===== config.mk =====
export PLATFORM = sky130hd
export DESIGN_NAME = axi_llc_cfg_seq_flat
export DESIGN_NICKNAME = d
export VERILOG_FILES = /design/src/rtl/axi_llc_cfg_seq_if.sv /design/src/rtl/axi_llc_cfg_seq.sv /design/src/flat_wrapper.sv
export SDC_FILE = /design/constraint.sdc
export NUM_CORES = 1
export LEC_CHECK = 0
export ABC_AREA = 1
export CORE_ASPECT_RATIO = 1.1
export CORE_MARGIN = 8
export CORE_UTILIZATION = 39
export DETAILED_ROUTE_END_ITERATION = 7
export HOLD_SLACK_MARGIN = 0.1
export PLACE_DENSITY = 0.95
export SYNTH_ARGS = -nofsm -noshare
export SYNTH_HDL_FRONTEND = slang
export SYNTH_SLANG_ARGS = --single-unit
export TNS_END_PERCENT = 5

===== constraint.sdc =====
create_clock -name clk_i -period 2.19 [get_ports clk_i]
set_input_delay 0.5475 -clock clk_i [delete_from_list [all_inputs] [get_ports clk_i]]
set_output_delay 0.5475 -clock clk_i [all_outputs]
set_load 0.02 [all_outputs]

===== src/rtl/axi_llc_cfg_seq_if.sv =====
// rtl/axi_llc_cfg_seq_if.sv - LLC register-bus config port (request/response) interface
interface axi_llc_cfg_seq_if;
    logic [31:0] conf_req_addr;
    logic        conf_req_write;
    logic [31:0] conf_req_wdata;
    logic [3:0]  conf_req_wstrb;
    logic        conf_req_valid;
    logic [31:0] conf_resp_rdata;
    logic        conf_resp_error;
    logic        conf_resp_ready;

    modport master (
        output conf_req_addr, conf_req_write, conf_req_wdata, conf_req_wstrb, conf_req_valid,
        input  conf_resp_rdata, conf_resp_error, conf_resp_ready
    );

    modport slave (
        input  conf_req_addr, conf_req_write, conf_req_wdata, conf_req_wstrb, conf_req_valid,
        output conf_resp_rdata, conf_resp_error, conf_resp_ready
    );
endinterface


===== src/rtl/axi_llc_cfg_seq.sv =====
// rtl/axi_llc_cfg_seq.sv - LLC SPM/flush configuration sequencer; optional poll timeout via AXI_LLC_CFG_SEQ_TIMEOUT_EN
module axi_llc_cfg_seq #(
    parameter int unsigned SetAssociativity = 8,
    parameter logic [31:0] RegBaseAddr      = 32'h0,
    parameter logic [31:0] SpmOffset        = 32'h00,
    parameter logic [31:0] FlushOffset      = 32'h08,
    parameter logic [31:0] CommitOffset     = 32'h10,
    parameter logic [31:0] FlushedOffset    = 32'h18,
    parameter int unsigned PollGap          = 4,
    parameter int unsigned TimeoutCycles    = 1024
) (
    input  logic                        clk_i,
    input  logic                        rst_i,
    input  logic                        start_i,
    input  logic [SetAssociativity-1:0] spm_mask_i,
    input  logic [SetAssociativity-1:0] flush_mask_i,
    output logic                        busy_o,
    output logic                        done_o,
    output logic                        err_o,
    axi_llc_cfg_seq_if.master           conf
);
    localparam int unsigned SA  = SetAssociativity;
    localparam int unsigned GW  = $clog2(PollGap + 1);
    localparam int unsigned TW  = $clog2(TimeoutCycles + 1);

    if (SA < 1 || SA > 32) begin : g_bad_sa
        $error("SetAssociativity out of range");
    end
    if (PollGap < 1 || TimeoutCycles < 1) begin : g_bad_gap
        $error("PollGap and TimeoutCycles must be at least 1");
    end

    typedef enum logic [3:0] {
        IDLE, WR_SPM, CMT0, WR_FL, CMT1, RD_POLL, GAP, DONE, ERR
    } state_e;

    state_e        state_q, state_d;
    state_e        tgt_q, tgt_d;
    logic          valid_q, valid_d;
    logic          err_q, err_d;
    logic [SA-1:0] spm_q, spm_d;
    logic [SA-1:0] flush_q, flush_d;
    logic [GW-1:0] gap_q, gap_d;
    logic          cpl, match, tmo_hit;

`ifdef AXI_LLC_CFG_SEQ_TIMEOUT_EN
    logic [TW-1:0] tmo_q, tmo_d;
    assign tmo_hit = (tmo_q == TW'(TimeoutCycles));
`else
    assign tmo_hit = 1'b0;
`endif

    assign cpl   = valid_q & conf.conf_resp_ready;
    assign match = ((conf.conf_resp_rdata & 32'(flush_q)) == 32'(flush_q));

    always_ff @(posedge clk_i) begin
        if (rst_i) begin
            state_q <= IDLE;
            tgt_q   <= IDLE;
            valid_q <= 1'b0;
            err_q   <= 1'b0;
            spm_q   <= '0;
            flush_q <= '0;
            gap_q   <= '0;
`ifdef AXI_LLC_CFG_SEQ_TIMEOUT_EN
            tmo_q   <= '0;
`endif
        end else begin
            state_q <= state_d;
            tgt_q   <= tgt_d;
            valid_q <= valid_d;
            err_q   <= err_d;
            spm_q   <= spm_d;
            flush_q <= flush_d;
            gap_q   <= gap_d;
`ifdef AXI_LLC_CFG_SEQ_TIMEOUT_EN
            tmo_q   <= tmo_d;
`endif
        end
    end

    // A completed request idles one cycle (valid low, tgt_q holds the successor)
    // before the next state is entered; poll misses go straight to GAP instead.
    always_comb begin
        state_d = state_q;
        tgt_d   = tgt_q;
        valid_d = valid_q;
        err_d   = err_q;
        spm_d   = spm_q;
        flush_d = flush_q;
        gap_d   = gap_q;
`ifdef AXI_LLC_CFG_SEQ_TIMEOUT_EN
        tmo_d   = tmo_q;
        if ((state_q == RD_POLL || state_q == GAP) && !tmo_hit) begin
            tmo_d = tmo_q + TW'(1);
        end
`endif
        unique case (state_q)
            IDLE: begin
                if (start_i) begin
                    state_d = WR_SPM;
                    valid_d = 1'b1;
                    spm_d   = spm_mask_i;
                    flush_d = flush_mask_i;
                    err_d   = 1'b0;
                end
            end
            WR_SPM, CMT0, WR_FL, CMT1, RD_POLL: begin
                if (valid_q) begin
                    if (cpl) begin
                        valid_d = 1'b0;
                        if (conf.conf_resp_error) begin
                            state_d = ERR;
                            err_d   = 1'b1;
                        end else begin
                            unique case (state_q)
                                WR_SPM:  tgt_d = CMT0;
                                CMT0:    tgt_d = (flush_q == '0) ? DONE : WR_FL;
                                WR_FL:   tgt_d = CMT1;
                                CMT1:    tgt_d = RD_POLL;
                                default: begin
                                    if (match) begin
                                        tgt_d = DONE;
                                    end else if (tmo_hit) begin
                                        state_d = ERR;
                                        err_d   = 1'b1;
                                    end else begin
                                        state_d = GAP;
                                        gap_d   = '0;
                                    end
                                end
                            endcase
                        end
                    end
                end else begin
                    state_d = tgt_q;
                    valid_d = (tgt_q != DONE);
`ifdef AXI_LLC_CFG_SEQ_TIMEOUT_EN
                    if (state_q == CMT1) begin
                        tmo_d = '0;
                    end
`endif
                end
            end
            GAP: begin
                if (tmo_hit) begin
                    state_d = ERR;
                    err_d   = 1'b1;
                end else if (gap_q == GW'(PollGap - 1)) begin
                    gap_d   = '0;
                    state_d = RD_POLL;
                    valid_d = 1'b1;
                end else begin
                    gap_d = gap_q + GW'(1);
                end
            end
            DONE:    state_d = IDLE;
            ERR:     state_d = IDLE;
            default: state_d = IDLE;
        endcase
    end

    always_comb begin
        conf.conf_req_addr  = 32'h0;
        conf.conf_req_write = 1'b0;
        conf.conf_req_wdata = 32'h0;
        conf.conf_req_wstrb = 4'h0;
        unique case (state_q)
            WR_SPM: begin
                conf.conf_req_addr  = RegBaseAddr + SpmOffset;
                conf.conf_req_write = 1'b1;
                conf.conf_req_wdata = 32'(spm_q);
                conf.conf_req_wstrb = 4'hF;
            end
            WR_FL: begin
                conf.conf_req_addr  = RegBaseAddr + FlushOffset;
                conf.conf_req_write = 1'b1;
                conf.conf_req_wdata = 32'(flush_q);
                conf.conf_req_wstrb = 4'hF;
            end
            CMT0, CMT1: begin
                conf.conf_req_addr  = RegBaseAddr + CommitOffset;
                conf.conf_req_write = 1'b1;
                conf.conf_req_wdata = 32'h1;
                conf.conf_req_wstrb = 4'hF;
            end
            RD_POLL: conf.conf_req_addr = RegBaseAddr + FlushedOffset;
            default: ;
        endcase
    end

    assign conf.conf_req_valid = valid_q;
    assign busy_o = (state_q != IDLE);
    assign done_o = (state_q == DONE);
    assign err_o  = err_q;
endmodule

===== src/flat_wrapper.sv =====
// flat-port wrapper written by rule: the top's interface ports become plain ports
module axi_llc_cfg_seq_flat 
#(
    parameter int unsigned SetAssociativity = 8,
    parameter logic [31:0] RegBaseAddr      = 32'h0,
    parameter logic [31:0] SpmOffset        = 32'h00,
    parameter logic [31:0] FlushOffset      = 32'h08,
    parameter logic [31:0] CommitOffset     = 32'h10,
    parameter logic [31:0] FlushedOffset    = 32'h18,
    parameter int unsigned PollGap          = 4,
    parameter int unsigned TimeoutCycles    = 1024
)
  (clk_i, rst_i, start_i, spm_mask_i, flush_mask_i, busy_o, done_o, err_o, conf_conf_req_addr, conf_conf_req_write, conf_conf_req_wdata, conf_conf_req_wstrb, conf_conf_req_valid, conf_conf_resp_rdata, conf_conf_resp_error, conf_conf_resp_ready);
  axi_llc_cfg_seq_if conf_i ();
  input  logic clk_i;
  input  logic rst_i;
  input  logic start_i;
  input  logic [SetAssociativity-1:0] spm_mask_i;
  input  logic [SetAssociativity-1:0] flush_mask_i;
  output logic busy_o;
  output logic done_o;
  output logic err_o;
  output wire logic [$bits(conf_i.conf_req_addr)-1:0] conf_conf_req_addr;
  output wire logic [$bits(conf_i.conf_req_write)-1:0] conf_conf_req_write;
  output wire logic [$bits(conf_i.conf_req_wdata)-1:0] conf_conf_req_wdata;
  output wire logic [$bits(conf_i.conf_req_wstrb)-1:0] conf_conf_req_wstrb;
  output wire logic [$bits(conf_i.conf_req_valid)-1:0] conf_conf_req_valid;
  input wire logic [$bits(conf_i.conf_resp_rdata)-1:0] conf_conf_resp_rdata;
  input wire logic [$bits(conf_i.conf_resp_error)-1:0] conf_conf_resp_error;
  input wire logic [$bits(conf_i.conf_resp_ready)-1:0] conf_conf_resp_ready;
  assign conf_conf_req_addr = conf_i.conf_req_addr;
  assign conf_conf_req_write = conf_i.conf_req_write;
  assign conf_conf_req_wdata = conf_i.conf_req_wdata;
  assign conf_conf_req_wstrb = conf_i.conf_req_wstrb;
  assign conf_conf_req_valid = conf_i.conf_req_valid;
  assign conf_i.conf_resp_rdata = conf_conf_resp_rdata;
  assign conf_i.conf_resp_error = conf_conf_resp_error;
  assign conf_i.conf_resp_ready = conf_conf_resp_ready;
  axi_llc_cfg_seq #(.SetAssociativity(SetAssociativity), .RegBaseAddr(RegBaseAddr), .SpmOffset(SpmOffset), .FlushOffset(FlushOffset), .CommitOffset(CommitOffset), .FlushedOffset(FlushedOffset), .PollGap(PollGap), .TimeoutCycles(TimeoutCycles)) u_core (.clk_i(clk_i), .rst_i(rst_i), .start_i(start_i), .spm_mask_i(spm_mask_i), .flush_mask_i(flush_mask_i), .busy_o(busy_o), .done_o(done_o), .err_o(err_o), .conf(conf_i));
endmodule

==> results.json, run 1 <==
{
  "status": "complete, no violations",
  "numCtsBuffers": 3,
  "grt_max_degree": 34,
  "antenna_found_initial": 0,
  "ys_seq_area_frac": 0.291,
  "wl_per_cell_um": 11.8,
  "yosysUniqueCellTypes": 27,
  "whs_ns": 0.456,
  "cp.arrival_ns": 1.60,
  "diodes": 0,
  "grt_pass1_wl_um": 7910,
  "critPathCapture": "conf_conf_req_wdata[0]",
  "rsz0062_at_grt": "true",
  "path_max_fanout": 3,
  "cts-root-buf": "clkbuf_8",
  "cts_tree": "done",
  "final_nets": 395,
  "grt_use_met1": 0.120,
  "row_count": 27,
  "fin_crit_sh": 0.980,
  "die_w_um": 83.0,
  "clk_pin_slew_ns": 0.09,
  "fin_skew_ns": 0.00326,
  "num_vias": 1812,
  "gr-usage-all-layers": 0.121,
  "area_growth_pct": 18.2,
  "first_iter_violations": 97,
  "crit_start": "u_core.state_q[0]",
  "netlist_area_mm2": 0.00193,
  "avgSynthCellArea_um2": 6.67,
  "grt-busiest-layer": "met2",
  "start_util": 0.394,
  "synth_seq_cells": 28,
  "drv_slew": 0,
  "hold_violations": 0,
  "clock.fmax_mhz": 466,
  "drive_gt1_frac": 0.121,
  "powerDensity_mw_per_mm2": 1220,
  "clock_latency_ns": 0.27,
  "gr-usage-met2": 0.216,
  "rr_worst_depth": 9,
  "viasPerCell": 4.55,
  "startpoint_type": "flop",
  "die_h_um": 89.7,
  "dp_hpwl_um": 3820,
  "cts_sinks": 28,
  "grt-ovfl-total": 0,
  "met3_usage": 0.0569,
  "io_pins": 126,
  "crit_path_end_kind": "output port",
  "setup_viol": 0,
  "vdd.ir_drop.worst_v": 0.000625,
  "stdcell_area_mm2": 0.00228,
  "drt_pass1_iterations": 4,
  "syn-instance-count": 289,
  "power.leakage_nw": 1.16,
  "r2r-start": "u_core.state_q[3]",
  "path_class": "reg2out",
  "cap_violations": 0,
  "cts_buffer_depth": 2,
  "period_needed_ns": 2.15,
  "crit_required_ns": 1.64,
  "hold_buffers": 0,
  "io_buffer_count": 47,
  "grt_pass1_vias": 1774,
  "synth_warnings": 0,
  "drt_wl_total_um": 4710,
  "gp_congestion": 0.892,
  "die_area_mm2": 0.00745,
  "core-area_mm2": 0.00490,
  "htree_levels": 1,
  "drc_errors": 0,
  "rr_endpoint": "u_core.state_q[1]",
  "drtAntennaViolNets": 0,
  "rrSetupSlack_ns": 0.26,
  "p_total_mw": 2.78,
  "place_area_mm2": 0.00229,
  "worstHoldPathType": "reg2reg"
}
==> layout by cell type, fill, tap and decap left out, types with 2 or more instances in the layout <==
master	n
nor3_1	2
clkbuf_8	4
inv_1	42
o21ai_0	21
o22ai_1	7
buf_4	12
a21oi_1	22
o31ai_1	2
nor2_4	3
buf_2	6
nor2_2	2
dfxtp_1	27
nand3_1	9
nand4_1	2
nor2_1	22
clkdlybuf4s50_1	30
nand2_1	46
inv_2	3
clkbuf_2	7
conb_1	54
o21ai_1	4
or2_1	2
dlygate4sd2_1	2
==> worst max-delay path, cell delays in order (launching register included) <==
cell and delay, ns:
dfxtp_1 0.36, buf_4 0.15, nor2_2 0.15, nand2_1 0.10, nand2_1 0.10, inv_1 0.06
o221ai_1 0.06, clkdlybuf4s15_1 0.34
==> power breakdown <==
part           internal (mW)  switching (mW)  total [mW]
combinational          0.582            1.14        1.72
sequential             0.653          0.0882       0.741
clock                  0.161           0.159       0.320
==> stage by stage <==
stage | utilization | worst slack, ns | TNS [ns] | std cells
after floorplan | - | 0.400 | 0 | 342
after global placement | 0.467 | 0.000330 | 0 | 394
after global routing | 0.465 | -0.0594 | -0.0594 | 398
after detailed placement | 0.467 | -0.0107 | -0.0122 | 394
final | 0.465 | 0.0435 | 0 | 398
after CTS | 0.477 | -0.00904 | -0.0176 | 398
==> cell families (layout without fill, tap and decap cells) <==
family,after synthesis,after routing,share of synthesized area
buffers and inverters,110,108,0.332
and+or+nand+nor,91,91,0.208
AOI/OAI and AO/OA,58,58,0.161
DFF,28,28,0.291
adders and majority gates,1,1,0.00649
other,1,54,0.00194
==> metal layers <==
layer | vias to the layer above | part of all wire
met2 | 103 | 0.50
met4 | 0 | 0.010
met3 | 6 | 0.11
met1 | 805 | 0.38
li1 | 898 | -
met5 | - | 0
==> worst min path at each step <==
| stage | to | cells past startpoint | start |
|---|---|---|---|
| 4_1_cts | u_core.spm_q[4] | 2 | u_core.spm_q[4] |
| 6_report | u_core.err_o | 2 | u_core.err_o |
| 5_1_grt | u_core.spm_q[7] | 2 | u_core.spm_q[7] |
| 3_5_place_dp | u_core.spm_q[4] | 2 | u_core.spm_q[4] |
| 2_1_floorplan | u_core.spm_q[7] | 2 | u_core.spm_q[7] |
| 3_3_place_gp | u_core.spm_q[3] | 2 | u_core.spm_q[3] |
==> cell type report <==
type                       instances  area [µm²]
sequential                        28         562
tap                               58        72.6
clock buffer                       4        55.1
inverter                          46         173
multi-input combinational        204         935
fill                             495        2620
timing repair buffer              58         483
==> flip-flops by register name, indices dropped and copies added, names as in the netlist <==
signal and count:
u_core.tgt_q 3, u_core.spm_q 8, u_core.conf.conf_req_valid 1, u_core.err_o 1, u_core.flush_q 8, u_core.state_q 4
u_core.gap_q 3
==> synthesized netlist by cell type <==
cell,n,area share
inv_2,3,0.0058
dfxtp_1,28,0.29
buf_4,58,0.23
buf_6,1,0.0058
nor3_1,2,0.0052
nor2_2,3,0.0097
o22ai_1,7,0.023
a21oi_1,22,0.057
o21ai_0,21,0.055
o21ai_1,4,0.010
nand2_1,47,0.091
nor2_1,22,0.043
o31ai_1,2,0.0078
or2_1,2,0.0065
nand3_1,9,0.023
o221ai_1,1,0.0045
ha_1,1,0.0065
nand2_4,1,0.0058
clkinv_1,1,0.0019
nand3_2,1,0.0052
clkbuf_1,4,0.0078
buf_2,1,0.0026
nand4_1,2,0.0065
a21boi_0,1,0.0039
inv_1,42,0.082
nor2_4,2,0.012
conb_1,1,0.0019
==> what timing repair did <==
action	in CTS	in global routing
setup buffers	0	0
endpoints found under the setup margin	17	15
gates resized for setup	31	26
pin swaps	0	0
Power figures use the tool's default switching activity.
==> run 2, diff against run 1 <==
Settings changed: CAP_MARGIN set to 20.
==> results of run 2 <==
No change in the layout: final DEF, timing and power equal those of run 1.
==> run 3, diff against run 2 <==
--- a/constraint.sdc
+++ b/constraint.sdc
@@ -3,2 +3,2 @@
 set_output_delay 0.5475 -clock clk_i [all_outputs]
-set_load 0.02 [all_outputs]
+set_load 0.05 [all_outputs]
==> run 3 against run 2 <==
Sequential power barely moved. Non-clock buffer count fell by 7. Largest cell class unchanged. Clock skew barely moved. Clock-buffer cell count fell by 1. Wire length rose by 2.3%.
==> results.json, run 3 (same netlist as run 1, synthesis figures left out) <==
{
  "drtAntennaViolNets": 0,
  "fillers": 460,
  "drc_errors": 0,
  "htree_levels": 1,
  "startpoint_type": "flop",
  "die_h_um": 89.7,
  "period_needed_ns": 2.05,
  "vdd.ir_drop.worst_v": 0.000630,
  "hold_violations": 0,
  "cp.arrival_ns": 1.50,
  "tightest_slew_ns": 0.505,
  "fin_crit_sh": 0.936,
  "numCtsBuffers": 3,
  "worstHoldPathType": "reg2reg",
  "antenna_found_initial": 0,
  "grt_max_degree": 34,
  "clock.fmax_mhz": 488,
  "crit_path_end_kind": "output port",
  "fin_skew_ns": 0.00338,
  "num_vias": 1783,
  "grt_pass1_wl_um": 7850,
  "diodes": 0,
  "viasPerCell": 4.57,
  "drt_pass1_iterations": 4,
  "grt-ovfl-total": 0,
  "clk_pin_slew_ns": 0.09,
  "cts_buffer_depth": 2,
  "rsz0062_at_grt": "false",
  "grt_pass1_vias": 1777,
  "reg_top3": "u_core.flush_q x8, u_core.spm_q x8, u_core.state_q x4",
  "worstPathCellList": "nor2_4, inv_1, nor2_2, inv_4, o221ai_2, buf_12",
  "cts_tree": "done",
  "clock_latency_ns": 0.27,
  "start_util": 0.394,
  "critical_path.slowest_cell": "dfxtp_1",
  "setup_viol": 0,
  "path_class": "reg2out",
  "gp_congestion": 0.840,
  "area_growth_pct": 29.7,
  "final_nets": 388,
  "slowest_delay_ns": 0.35,
  "first_iter_violations": 164,
  "cts-root-buf": "clkbuf_8",
  "hold_buffers": 0,
  "power.leakage_nw": 1.19,
  "wl_per_cell_um": 12.3,
  "stdcell_area_mm2": 0.00250,
  "io_buffer_count": 47,
  "place_area_mm2": 0.00238,
  "status": "complete, no violations",
  "cts_sinks": 28,
  "powerDensity_mw_per_mm2": 1530,
  "drive_gt1_frac": 0.148,
  "final_cell_mix": "conb_1 (54), nand2_1 (46), inv_1 (41)",
  "drv_slew": 0,
  "io_pins": 126,
  "gr-usage-all-layers": 0.120,
  "layout_commonest_cell": "conb_1",
  "path_max_fanout": 10,
  "drt_wl_total_um": 4820,
  "dp_hpwl_um": 3840,
  "row_count": 27,
  "cap_violations": 0,
  "max_slew_margin": 0.662,
  "die_area_mm2": 0.00745,
  "core-area_mm2": 0.00490,
  "die_w_um": 83.0,
  "whs_ns": 0.457,
  "crit_required_ns": 1.64
}
==> run 3: path summary, 6_finish.rpt <==
check,start,endpoint,slack [ns],depth (start not counted)
worst max-delay path,u_core.state_q[3],conf_conf_req_wdata[0],0.14,6
worst min-delay path,u_core.err_o,u_core.err_o,0.46,2
worst max register to register,u_core.state_q[0],u_core.state_q[1],0.35,9
worst min register to register,u_core.err_o,u_core.err_o,0.46,2
==> run 3: where the power goes <==
| group | switching [mW] | total [mW] | internal [mW] |
|---|---|---|---|
| clock network | 0.152 | 0.275 | 0.123 |
| logic | 1.81 | 2.81 | 0.998 |
| registers | 0.0905 | 0.742 | 0.651 |
| total | 2.05 | 3.83 | 1.77 |
==> run 3: timing repair <==
item / in CTS / in global routing
setup buffers: 0 / 2
gates cloned: 0 / 0
pin swaps: 0 / 1
resized for setup: 8 / 8
setup endpoints to repair: 13 / 14
==> run 3: through the flow <==
stage / std cells / utilization / power, mW / TNS (ns) / worst slack [ns]
floorplan: 342 / - / 2.64 / 0 / 0.00317
global placement: 385 / 0.486 / 3.37 / 0 / 0.190
detailed placement: 385 / 0.486 / 3.43 / 0 / 0.166
CTS: 388 / 0.501 / 3.75 / -0.0642 / -0.0290
global route: 390 / 0.510 / 4.05 / 0 / 0.0379
finish: 390 / 0.510 / 3.83 / 0 / 0.139
==> run 3: worst max-delay path: cells and delay by family (launching register included) <==
family          cells  cell delay [ns]
flops               1             0.35
buf+inv             3             0.35
simple gates        2             0.32
compound gates      1             0.21
==> run 3: area by class of cell <==
class	instances	area, µm²	share of cell area
inverters	46	178	0.0711
multi-input cells	204	992	0.397
repair buffers	51	656	0.262
well taps	58	72.6	0.0290
clock buffers	3	41.3	0.0165
flip-flops and latches	28	561	0.224
==> run 3: per-layer routing <==
metal / global-route usage / share of wire / vias up / routed length (µm)
li1: - / - / 878 / -
met1: 0.127 / 0.37 / 802 / 1800
met2: 0.205 / 0.51 / 95 / 2450
met3: 0.0542 / 0.10 / 8 / 505
met4: 0.0411 / 0.012 / 0 / 56
met5: 0 / 0 / - / 0
